**config.mk**
```make
export PLATFORM = sky130hd
export DESIGN_NAME = arbitro_escrita_banco
export DESIGN_NICKNAME = d
export VERILOG_FILES = /design/src/rtl/arbitro_escrita_banco.sv
export SDC_FILE = /design/constraint.sdc
export NUM_CORES = 1
export LEC_CHECK = 0
export CORE_UTILIZATION = 45
export CTS_BUF_LIST = sky130_fd_sc_hd__clkbuf_2 sky130_fd_sc_hd__clkbuf_4 sky130_fd_sc_hd__clkbuf_8
export CTS_CLUSTER_SIZE = 20
export DETAILED_ROUTE_END_ITERATION = 8
export PLACE_DENSITY = 0.78
export RECOVER_POWER = 100
export SLEW_MARGIN = 20
export SYNTH_ARGS = -nofsm -noshare
export SYNTH_HDL_FRONTEND = slang
export SYNTH_SLANG_ARGS = --single-unit
export TNS_END_PERCENT = 5
```
**constraint.sdc**
```tcl
create_clock -name Clock -period 2.1 [get_ports Clock]
set_clock_uncertainty 0.15 [all_clocks]
set_input_delay 0.42 -clock Clock [delete_from_list [all_inputs] [get_ports Clock]]
set_output_delay 0.42 -clock Clock [all_outputs]
set_load 0.005 [all_outputs]
```
**src/rtl/arbitro_escrita_banco.sv**
```systemverilog
// arbitro_escrita_banco
// Shares the single write port of the 8x8 register bank between the ULA
// result path (A) and the memory-load path (B). Each requester has a
// one-entry buffer. Selection is round-robin, except that two buffered
// writes to the same register issue oldest first. A pending-write mask and a
// decode stall are derived from the buffers and the issue register.
module arbitro_escrita_banco #(
  parameter int NREG = 8,
  parameter int LARG = 8,
  localparam int IW  = $clog2(NREG)
) (
  input  logic            Clock,
  input  logic            Reset,
  input  logic            ReqA,
  input  logic [IW-1:0]   RegA,
  input  logic [LARG-1:0] DadoA,
  output logic            AckA,
  input  logic            ReqB,
  input  logic [IW-1:0]   RegB,
  input  logic [LARG-1:0] DadoB,
  output logic            AckB,
  output logic            RegWrite,
  output logic [IW-1:0]   RegEscr,
  output logic [LARG-1:0] DadoEscr,
  input  logic [IW-1:0]   RegLido1,
  input  logic [IW-1:0]   RegLido2,
  output logic [NREG-1:0] Pendente,
  output logic            Bolha
);

  typedef enum logic {LADO_A = 1'b0, LADO_B = 1'b1} lado_t;

  logic            cheio_a, cheio_b;
  logic [IW-1:0]   reg_a, reg_b;
  logic [LARG-1:0] dado_a, dado_b;
  lado_t           vez;
  lado_t           mais_antigo;

  logic sel_a, sel_b;
  logic aceita_a, aceita_b;

  // Pick the buffer that owns the write port next: a lone full buffer wins,
  // a same-register pair goes by age, and otherwise the round-robin pointer decides.
  always_comb begin
    sel_a = cheio_a;
    if (cheio_a && cheio_b) begin
      if (reg_a == reg_b) sel_a = (mais_antigo == LADO_A);
      else                sel_a = (vez == LADO_A);
    end
    sel_b = cheio_b && !sel_a;
  end

  assign AckA     = !cheio_a || sel_a;
  assign AckB     = !cheio_b || sel_b;
  assign aceita_a = ReqA && AckA;
  assign aceita_b = ReqB && AckB;

  // Buffers, age, round-robin pointer and issue register.
  // A buffer that drains and reloads at the same edge stays full.
  always_ff @(posedge Clock) begin
    if (Reset) begin
      cheio_a     <= 1'b0;
      cheio_b     <= 1'b0;
      reg_a       <= '0;
      reg_b       <= '0;
      dado_a      <= '0;
      dado_b      <= '0;
      vez         <= LADO_A;
      mais_antigo <= LADO_A;
      RegWrite    <= 1'b0;
      RegEscr     <= '0;
      DadoEscr    <= '0;
    end else begin
      if (aceita_a) begin
        cheio_a <= 1'b1;
        reg_a   <= RegA;
        dado_a  <= DadoA;
      end else if (sel_a) begin
        cheio_a <= 1'b0;
      end

      if (aceita_b) begin
        cheio_b <= 1'b1;
        reg_b   <= RegB;
        dado_b  <= DadoB;
      end else if (sel_b) begin
        cheio_b <= 1'b0;
      end

      if (aceita_a && aceita_b)                   mais_antigo <= LADO_A;
      else if (aceita_a && cheio_b && !sel_b)     mais_antigo <= LADO_B;
      else if (aceita_b && cheio_a && !sel_a)     mais_antigo <= LADO_A;

      if (sel_a) begin
        vez      <= LADO_B;
        RegWrite <= 1'b1;
        RegEscr  <= reg_a;
        DadoEscr <= dado_a;
      end else if (sel_b) begin
        vez      <= LADO_A;
        RegWrite <= 1'b1;
        RegEscr  <= reg_b;
        DadoEscr <= dado_b;
      end else begin
        RegWrite <= 1'b0;
      end
    end
  end

  // A register is pending while it sits in either buffer or is being written this cycle.
  always_comb begin
    for (int r = 0; r < NREG; r++) begin
      Pendente[r] = (cheio_a && (reg_a == IW'(r))) ||
                    (cheio_b && (reg_b == IW'(r))) ||
                    (RegWrite && (RegEscr == IW'(r)));
    end
  end

  assign Bolha = Pendente[RegLido1] | Pendente[RegLido2];

endmodule
```
==> results by group <==
Final layout
  • Nets: 359
  • Cell Count, Final, Fillers Out: 380
  • Fraction of layout cells with a size suffix above 1: 29.6%
  • Antenna Cells: 0
  • P&R area growth vs syn: 60.7%
  • Util after Layout: 75.0%
  • Final non-filler cell area: 3270 sq um

Timing
  • Least-Margin Pin Slew: 0.951 ns
  • Final slew viol count: 0
  • Relative slew slack: 36.1%
  • Hold WS: 0.307 ns
  • Min Tclk post-route: 2.51 ns
  • RSZ-0062 raised after global routing: yes
  • Setup-failing EPs final: 31
  • Fmax: 0.398 GHz
  • Hold Fails Final Rpt: 0
  • Period utilisation layout: 120%
  • Min setup slack post-route: -0.410 ns

Clocking
  • Clock H-tree levels: 2
  • Clk buf depth: 2
  • Clk sinks: 38
  • CTS buffer count: 5
  • Worst-skew pair later-pin latency: 0.30 ns
  • TritonCTS clock tree: done
  • Root buffer cell: clkbuf_8
  • Clock transition at path regs: 0.07 ns

Placement
  • Placed Area: 2930 sq um
  • Placer Congestion: 0.951
  • Post-DP HPWL: 3.94 mm
  • Pre-CTS WS: -0.889 ns
  • Port-buffer cells: 54
  • Placed cell count: 367

GRT
  • Global-route wire length before repair: 9.70 mm
  • Met1 Use GR: 29.3%
  • Total global-route track usage: 25.2%
  • Largest net degree at the start of global routing: 23
  • Grt total ovfl: 0
  • Met3 Use GR: 5.38%
  • Number of global-route vias before repair: 2141
  • M2 GR Usage: 42.7%
  • Initial antenna violation count: 0
  • GR peak layer: met2

Critical path
  • End of the critical path: Bolha
  • Crit Path Max Fanout: 2
  • WS Path Type: input pin to primary output
  • Max incr delay on CP: 0.48 ns
  • R2R depth: 7
  • Setup crit start: RegLido1[1]
  • Worst Path Required: 1.53 ns
  • Crit start category: input pin
  • R2r setup slk: -0.19 ns
  • CP Data Arrival Time: 1.94 ns
  • Kind of end point of the critical path: primary output
  • Worst r2r src: reg_b[2]
  • Worst-path cell chain: clkdlybuf4s50_1 > inv_1 > o41ai_2 > a21oi_1 > a2111oi_2 > nand4_1 > buf_2
  • Critical path's slowest cell: clkdlybuf4s50_1
  • Reg-to-Reg End: DadoEscr[6]

Yosys
  • Post-synth top area share: 37.4%
  • Synth Area in XOR/XNOR: 1.29%
  • Synthesized instance count: 232
  • Synth Area in Adders: 0%
  • Largest family of logic cells by synthesized area: simple AND/OR/NAND/NOR gates
  • Number of synthesized flops with an enable pin: 0
  • Sequential share of the synthesized area: 37.4%
  • Syn Std Cell Area: 2030 sq um
  • Net Count, Synth: 264
  • Top_reg_cell synth: dfxtp_1
  • Top cells by area, synth: dfxtp_1, mux2i_1, nand2_1, a221o_1, and2_1
  • Distinct cells, synth: 48
  • Syn avg cell area: 8.76 sq um
  • Post-synthesis simple-gate area fraction: 27.7%
  • Compound-cell area share of the yosys netlist: 15.9%
  • Async SR Flop Fraction: 0%
  • Mux cell area share after synthesis: 11.3%
  • Area leader, netlist: dfxtp_1
  • Synth Register Bits: 38
  • YS warnings: 0

Pwr
  • Leak Pwr: 1.40 nW
  • Cell Pwr Density: 569 nW/um^2
  • VDD IR-drop max: 0.500 mV

Detailed routing
  • DRT iter0 DRCs: 75
  • Vias: 2129
  • First-pass detailed-route iteration total: 6
  • Routed len/inst: 15.8 um
  • Antenna-violating nets left: 0
  • DRC violations left: 0
  • WL final: 5.99 mm
  • Vias per cell: 5.60

Run status
  • Status: finished with violations
  • Failing checks: setup timing

Hold path
  • Type of the tightest min-delay check: flip-flop to flip-flop

Floorplan
  • IO Count: 55
  • Starting Density: 46.7%
  • Die area: 4790 sq um
  • Die height: 69.2 um
  • Die width: 69.2 um
  • Total core area: 4350 sq um
  • Row count: 24

Job
  • Max-cap violations: 0
through the flow:
step	setup TNS [ns]	total power [mW]
3_3_place_gp	-2.83	1.19
3_5_place_dp	-2.82	1.20
4_1_cts	-2.42	1.87
6_report	-5.97	1.86
5_1_grt	-11.41	1.93
2_1_floorplan	0	0.987
area by class of cell:
type / count / area, sq um
Clock buffer: 5 / 68.8
Clock inverter: 3 / 45.0
Fill cell: 315 / 1090
Inverter: 9 / 33.8
Multi-Input combinational cell: 167 / 1320
Sequential cell: 38 / 791
Tap cell: 52 / 65.1
Timing Repair Buffer: 106 / 941
layout by cell type (no fill, tap or decap), types with 8 or more instances in the layout:
master	count
clkdlybuf4s50_1	38
and2_1	13
nand2_1	27
a221o_1	10
buf_4	40
dlygate4sd3_1	8
nor2_1	18
inv_1	8
dfxtp_1	26
mux2i_1	22
flip-flops by register name, summed over array words and instances (netlist names):
name,cells
DadoEscr,8
dado_a,8
dado_b,8
RegEscr,3
reg_a,3
reg_b,3
RegWrite,1
cheio_a,1
cheio_b,1
mais_antigo,1
vez,1
timing repair:
action                                  CTS  global route
endpoints found under the setup margin   21            28
setup buffers                             5             0
hold buffers                              0             0
pin swaps                                 9             6
gates resized for setup                  60             9
worst max-delay path: cells and delay by family:
family	cells	cell delay, ns
AO/OA/AOI/OAI	3	0.69
buffers and inverters	3	0.70
AND/OR/NAND/NOR	1	0.14
power breakdown:
group	internal (mW)	switching, mW	leakage (nW)	total (mW)
Clock	0.353	0.280	0.0504	0.633
Combinational	0.244	0.171	1.03	0.415
Sequential	0.763	0.0488	0.319	0.811
layer usage:
layer,share of wire [%],vias to the layer above
met5,0,-
met4,3.9,0
met3,5.0,21
met2,50,79
met1,41,1001
li1,-,1028
synth_stat cells (2+ instances only):
master and n:
a21oi_1 6, a221o_1 10, a31oi_1 2, and2_1 13, buf_2 2, buf_6 3
clkbuf_1 11, dfxtp_1 38, inv_1 9, mux2i_1 23, nand2_1 27, nand2b_1 2
nand3_1 4, nand3b_1 2, nand4_1 5, nand4b_1 4, nor2_1 18, nor2b_1 4
nor3_1 5, nor4b_1 3, nor4bb_1 6, o21ai_0 5, o31ai_1 2, or3_1 2
xnor2_1 3
how the worst min path moves through the flow:
stage / start / to / slack [ns] / cells after the start
final: dado_a[3] / dado_a[3] / 0.31 / 2
after global routing: dado_a[7] / DadoEscr[7] / 0.34 / 1
after CTS: dado_a[3] / dado_a[3] / 0.31 / 2
after detailed placement: dado_a[7] / dado_a[7] / 0.30 / 2
after global placement: dado_a[7] / dado_a[7] / 0.29 / 2
after floorplan: dado_a[0] / dado_a[0] / 0.28 / 2
logic make-up (layout without fill, tap and decap cells):
family | after synthesis | count (layout)
AND/OR/NAND/NOR | 101 | 101
XOR/XNOR | 3 | 3
multiplexers | 23 | 23
buffers and inverters | 27 | 123
AO/OA/AOI/OAI | 40 | 40
flip-flops | 38 | 38
(Power assumes the default switching activity.)
